**config.mk**
```make
export PLATFORM = sky130hd
export DESIGN_NAME = cpu_ctrl_fsm_flat
export DESIGN_NICKNAME = d
export VERILOG_FILES = /design/src/rtl/cpu_ctrl_fsm_if.sv /design/src/rtl/cpu_ctrl_fsm.sv /design/src/flat_wrapper.sv
export SDC_FILE = /design/constraint.sdc
export NUM_CORES = 1
export LEC_CHECK = 0
export CORE_MARGIN = 2
export CORE_UTILIZATION = 39
export DETAILED_ROUTE_END_ITERATION = 16
export PLACE_DENSITY = 0.74
export SLEW_MARGIN = 15
export SYNTH_ARGS = -nofsm -noshare
export SYNTH_HDL_FRONTEND = slang
export SYNTH_SLANG_ARGS = --single-unit
```
**constraint.sdc**
```tcl
create_clock -name clk -period 1.3 [get_ports clk]
set_input_delay 0.195 -clock clk [delete_from_list [all_inputs] [get_ports clk]]
set_output_delay 0.195 -clock clk [all_outputs]
set_load 0.005 [all_outputs]
```
**src/rtl/cpu_ctrl_fsm_if.sv**
```systemverilog
// Handshake bundle between the multi-cycle controller and the decoder/datapath.
// The master side is the controller; the slave side is the decoder/datapath.
interface cpu_ctrl_fsm_if;
    logic       s;
    logic [2:0] opcode;
    logic [1:0] op;
    logic       w;
    logic [1:0] nsel;
    logic       loada;
    logic       loadb;
    logic       loadc;
    logic       loads;
    logic       asel;
    logic       bsel;
    logic [1:0] vsel;
    logic       write;
    logic       halted;

    modport master (
        input  s, opcode, op,
        output w, nsel, loada, loadb, loadc, loads, asel, bsel, vsel, write, halted
    );

    modport slave (
        output s, opcode, op,
        input  w, nsel, loada, loadb, loadc, loads, asel, bsel, vsel, write, halted
    );
endinterface

```
**src/rtl/cpu_ctrl_fsm.sv**
```systemverilog
// Multi-cycle controller for the simple RISC datapath: sequences one MOV/ALU
// instruction per start pulse and drives Moore-style strobes and selects.
module cpu_ctrl_fsm #(
    parameter int STATE_W      = 4,
    parameter bit ILLEGAL_TRAP = 1'b0
) (
    input  logic          clk,
    input  logic          rst_n,
    cpu_ctrl_fsm_if.master bus
);

    localparam logic [STATE_W-1:0] S_WAIT   = STATE_W'(0);
    localparam logic [STATE_W-1:0] S_DECODE = STATE_W'(1);
    localparam logic [STATE_W-1:0] S_WR_IMM = STATE_W'(2);
    localparam logic [STATE_W-1:0] S_GET_A  = STATE_W'(3);
    localparam logic [STATE_W-1:0] S_GET_B  = STATE_W'(4);
    localparam logic [STATE_W-1:0] S_ALU    = STATE_W'(5);
    localparam logic [STATE_W-1:0] S_ALU_S  = STATE_W'(6);
    localparam logic [STATE_W-1:0] S_WR_REG = STATE_W'(7);
    localparam logic [STATE_W-1:0] S_HALT   = STATE_W'(8);

    typedef enum logic [2:0] {
        C_ILL, C_MOV_IMM, C_MOV_REG, C_ADD, C_CMP, C_AND, C_MVN
    } cls_t;

    logic [STATE_W-1:0] state_q, state_d;
    cls_t               class_q, class_d;

    function automatic cls_t classify(input logic [2:0] opc, input logic [1:0] o);
        cls_t c;
        c = C_ILL;
        case (opc)
            3'b110: begin
                case (o)
                    2'b10:   c = C_MOV_IMM;
                    2'b00:   c = C_MOV_REG;
                    default: c = C_ILL;
                endcase
            end
            3'b101: begin
                case (o)
                    2'b00:   c = C_ADD;
                    2'b01:   c = C_CMP;
                    2'b10:   c = C_AND;
                    default: c = C_MVN;
                endcase
            end
            default: c = C_ILL;
        endcase
        return c;
    endfunction

    always_ff @(posedge clk or negedge rst_n) begin
        if (!rst_n) begin
            state_q <= S_WAIT;
            class_q <= C_ILL;
        end else begin
            state_q <= state_d;
            class_q <= class_d;
        end
    end

    // Decoder inputs are only looked at in DECODE; later states use class_q.
    always_comb begin
        state_d = S_WAIT;
        class_d = class_q;
        case (state_q)
            S_WAIT:   state_d = bus.s ? S_DECODE : S_WAIT;
            S_DECODE: begin
                class_d = classify(bus.opcode, bus.op);
                case (class_d)
                    C_MOV_IMM:                 state_d = S_WR_IMM;
                    C_MOV_REG, C_MVN:          state_d = S_GET_B;
                    C_ADD, C_AND, C_CMP:       state_d = S_GET_A;
                    default:                   state_d = ILLEGAL_TRAP ? S_HALT : S_WAIT;
                endcase
            end
            S_WR_IMM: state_d = S_WAIT;
            S_GET_A:  state_d = S_GET_B;
            S_GET_B:  state_d = (class_q == C_CMP) ? S_ALU_S : S_ALU;
            S_ALU:    state_d = S_WR_REG;
            S_ALU_S:  state_d = S_WAIT;
            S_WR_REG: state_d = S_WAIT;
            S_HALT:   state_d = S_HALT;
            default:  state_d = S_WAIT;
        endcase
    end

    always_comb begin
        bus.w      = 1'b0;
        bus.nsel   = 2'b00;
        bus.loada  = 1'b0;
        bus.loadb  = 1'b0;
        bus.loadc  = 1'b0;
        bus.loads  = 1'b0;
        bus.asel   = 1'b0;
        bus.bsel   = 1'b0;
        bus.vsel   = 2'b00;
        bus.write  = 1'b0;
        bus.halted = 1'b0;
        case (state_q)
            S_WAIT:   bus.w = 1'b1;
            S_WR_IMM: begin
                bus.nsel  = 2'b10;
                bus.vsel  = 2'b10;
                bus.write = 1'b1;
            end
            S_GET_A: begin
                bus.nsel  = 2'b10;
                bus.loada = 1'b1;
            end
            S_GET_B:  bus.loadb = 1'b1;
            S_ALU: begin
                bus.loadc = 1'b1;
                // MOV reg passes B through the adder with A forced to zero.
                bus.asel  = (class_q == C_MOV_REG);
            end
            S_ALU_S:  bus.loads = 1'b1;
            S_WR_REG: begin
                bus.nsel  = 2'b01;
                bus.write = 1'b1;
            end
            S_HALT:   bus.halted = 1'b1;
            default:  ;
        endcase
    end

endmodule

```
**src/flat_wrapper.sv**
```systemverilog
// flat-port wrapper written by rule: the top's interface ports become plain ports
module cpu_ctrl_fsm_flat 
#(
    parameter int STATE_W      = 4,
    parameter bit ILLEGAL_TRAP = 1'b0
)
  (clk, rst_n, bus_s, bus_opcode, bus_op, bus_w, bus_nsel, bus_loada, bus_loadb, bus_loadc, bus_loads, bus_asel, bus_bsel, bus_vsel, bus_write, bus_halted);
  cpu_ctrl_fsm_if bus_i ();
  input  logic clk;
  input  logic rst_n;
  input wire logic [$bits(bus_i.s)-1:0] bus_s;
  input wire logic [$bits(bus_i.opcode)-1:0] bus_opcode;
  input wire logic [$bits(bus_i.op)-1:0] bus_op;
  output wire logic [$bits(bus_i.w)-1:0] bus_w;
  output wire logic [$bits(bus_i.nsel)-1:0] bus_nsel;
  output wire logic [$bits(bus_i.loada)-1:0] bus_loada;
  output wire logic [$bits(bus_i.loadb)-1:0] bus_loadb;
  output wire logic [$bits(bus_i.loadc)-1:0] bus_loadc;
  output wire logic [$bits(bus_i.loads)-1:0] bus_loads;
  output wire logic [$bits(bus_i.asel)-1:0] bus_asel;
  output wire logic [$bits(bus_i.bsel)-1:0] bus_bsel;
  output wire logic [$bits(bus_i.vsel)-1:0] bus_vsel;
  output wire logic [$bits(bus_i.write)-1:0] bus_write;
  output wire logic [$bits(bus_i.halted)-1:0] bus_halted;
  assign bus_i.s = bus_s;
  assign bus_i.opcode = bus_opcode;
  assign bus_i.op = bus_op;
  assign bus_w = bus_i.w;
  assign bus_nsel = bus_i.nsel;
  assign bus_loada = bus_i.loada;
  assign bus_loadb = bus_i.loadb;
  assign bus_loadc = bus_i.loadc;
  assign bus_loads = bus_i.loads;
  assign bus_asel = bus_i.asel;
  assign bus_bsel = bus_i.bsel;
  assign bus_vsel = bus_i.vsel;
  assign bus_write = bus_i.write;
  assign bus_halted = bus_i.halted;
  cpu_ctrl_fsm #(.STATE_W(STATE_W), .ILLEGAL_TRAP(ILLEGAL_TRAP)) u_core (.clk(clk), .rst_n(rst_n), .bus(bus_i));
endmodule
```
==> key figures <==
Outcome
  – Outcome: finished, violations left
  – Failing checks: setup timing

Final layout
  – Final core utilization: 88.3%
  – Area Growth Syn to Fin: 114%
  – Antenna cells: 0
  – Layout cells sized above 1: about 66%
  – Leading cell type in the layout, fill and taps excluded: buf_4
  – Nets: 145
  – Final std cells w/o fill: 148
  – Most frequent cells in the layout: 30 x buf_4, 19 x buf_6, 9 x buf_2

Floorplan
  – DIE AREA: 1930 um^2
  – Site row count: 14
  – Die Span Y: 43.9 um
  – Initial core utilization: around two fifths
  – Core area: around 1500 um^2
  – I/O pin total: 21
  – DIE WIDTH: around 44 um

Logic synthesis
  – Post-synthesis cell area: 621 um^2
  – Synth cell types: 34
  – Syn Inst Count: 68
  – Mux cell area share after synthesis: 1.81%
  – Post-synthesis compound-gate area fraction: 15.9%
  – YS warnings: 0
  – #FFs+latches synth: 7
  – Syn Area/Cell: 9.13 um^2
  – Register area share after synthesis: 28.2%
  – Main combinational cell family by area after synthesis: simple AND/OR/NAND/NOR gates
  – XOR/XNOR Fraction of Synth Area: 0%
  – Post-Synth Simple-Gate Area: 34.9%
  – Adder-Cell Fraction of Synth Area: 8.06%

Timing
  – Final setup margin: -0.395 ns
  – Tmin final: roughly 1.7 ns
  – RSZ-0062 raised after global routing: true
  – Final setup fails: 17
  – Clk_skew: 0.00254 ns
  – Fmax: 590 MHz
  – Final Hold Viols: 0
  – Tcrit/Tclk final: 130%
  – Fin. max-slew vios: 0

CTS
  – Clock sinks: 7
  – Clk slew on worst S/H paths: about 0.06 ns
  – Max clock buf depth: 2
  – Later-pin clock latency in the skew report: 0.27 ns
  – H-tree lvl count: 1
  – CTS Hold Bufs: 0
  – Num CTS Buffers: 3
  – CTS tree: built
  – Clock root buffer: clkbuf_4

Worst setup path
  – CP Data Arrival Time: 1.50 ns
  – Critical Path End Type: primary output
  – Critical path data required time: 1.11 ns
  – Crit start category: flop
  – Setup CP Type: flop to primary output
  – Crit path max fanout: 3

Global routing
  – First-pass GRT wire length: 4.19 mm
  – Remaining global-route overflow: 0
  – Total track usage: 30.3%
  – Largest net degree at the start of global routing: 8
  – Initial antenna violation count: 0
  – Vias in the first global route: 903

Route
  – Total number of vias: 875
  – Initial DRC count: 27
  – Drt via density: 5.91
  – # DRC: 0
  – Routed wire length: ~2.9 mm
  – 1st-pass router iterations: 4
  – WL/cell: 19.4 um
  – Final antenna-violating net count: 0

Placement
  – Port Buffers: 18
  – HPWL Detailed: 1.25 mm
  – Placer congestion estimate: between 0.8 and 0.9
  – Pre-CTS worst setup slack: -0.581 ns
  – Dpl cells: ~120

Pwr
  – Max VDD drop: 1240 uV
  – Leakage: 0.655 nW
  – PD cells: 1990 nW/um^2

Worst hold path
  – Min-Delay Path Class: input pin to async pin

Flow run
  – MaxCap Viol Count: 0
==> report_power, final <==
group / switching [mW] / internal, mW / leakage (nW)
clock network: 0.0993 / 0.118 / 0.0150
registers: 0.0925 / 0.305 / 0.0911
logic: 0.832 / 1.20 / 0.549
total: 1.02 / 1.62 / 0.655
==> cells by family (layout without fill, tap and decap cells) <==
logic type | Yosys count | after routing
AND/OR/NAND/NOR | 28 | 28
multiplexers | 1 | 1
other | 1 | 2
flip-flops | 7 | 7
buffers and inverters | 12 | 75
AO/OA/AOI/OAI | 15 | 15
adder cells (fa/ha/maj) | 4 | 4
==> per-stage QoR <==
stage / setup TNS, ns / power [mW] / hold WS [ns] / cell area (um^2)
finish: -4.29 / 2.65 / 0.189 / 1330
global route: -4.97 / 2.76 / 0.216 / 1330
CTS: -2.63 / 2.19 / 0.208 / 1220
detailed placement: -5.39 / 1.44 / 0.472 / 941
global placement: -4.81 / 1.40 / 0.464 / 941
floorplan: -0.0211 / 0.908 / -0.101 / 639
==> path summary, 6_finish.rpt <==
check	startpoint	to	slack, ns	cells past startpoint
worst max-delay path	u_core.state_q[3]	bus_write	-0.39	7
worst min-delay path	rst_n	u_core.class_q[1]	0.19	1
worst max register to register	u_core.state_q[2]	u_core.state_q[0]	-0.30	6
worst min register to register	u_core.state_q[1]	u_core.state_q[3]	0.65	2
max in group asynchronous	rst_n	u_core.state_q[1]	0.85	1
min in group clk	u_core.state_q[1]	u_core.state_q[3]	0.65	2
==> state kept, by name, indices dropped and copies added (netlist names) <==
| name | count |
|---|---|
| u_core.state_q | 4 |
| u_core.class_q | 3 |
==> layout make-up <==
type | instances | area [um^2]
Timing Repair Buffer | 65 | 552
Multi-Input combinational cell | 50 | 531
Sequential cell | 7 | 176
Fill cell | 72 | 176
Clock buffer | 4 | 26.3
Inverter | 6 | 25.0
Tap cell | 16 | 20.0
==> timing repair <==
action	in CTS	in global routing
buffers inserted	27	7
gates resized for setup	88	12
pin swaps	16	5
endpoints found under the setup margin	17	17
gates cloned	0	0
==> synthesized netlist by cell type (all sizes together) <==
library cell	count	area (um^2)
a211o	1	8.76
nand2	1	3.75
o211ai	2	15.0
and4b	1	10.0
dfrtp	7	175
nor3b	2	15.0
a21o	1	7.51
o22ai	2	12.5
nor2b	2	12.5
nor4	1	6.26
inv	6	22.5
nor4bb	2	20.0
nor2	4	15.0
buf	5	38.8
mux2	1	11.3
ha	4	50.1
and3	3	18.8
nand3	2	10.0
nand4bb	2	22.5
o31a	1	8.76
nand2b	2	12.5
and2	1	6.26
o221ai	1	8.76
nor4b	4	56.3
clkbuf	1	3.75
a21oi	2	10.0
o31ai	1	7.51
conb	1	3.75
o21ai	4	20.0
nand3b	1	7.51
==> worst max-delay path, cell delays in order (launching register included) <==
cell      delay [ns]
dfrtp_1         0.41
buf_4           0.16
nor2b_4         0.13
nand2b_1        0.11
buf_4           0.15
inv_2           0.06
a21o_1          0.11
buf_2           0.11
==> routing by layer <==
layer	GRT usage, %	wire, um	vias to the layer above
li1	-	-	372
met1	30.4	964	419
met2	56.2	1520	63
met3	2.50	180	21
met4	23.6	210	0
met5	0	0	-
Note: power is estimated with default switching activity, not from simulation.
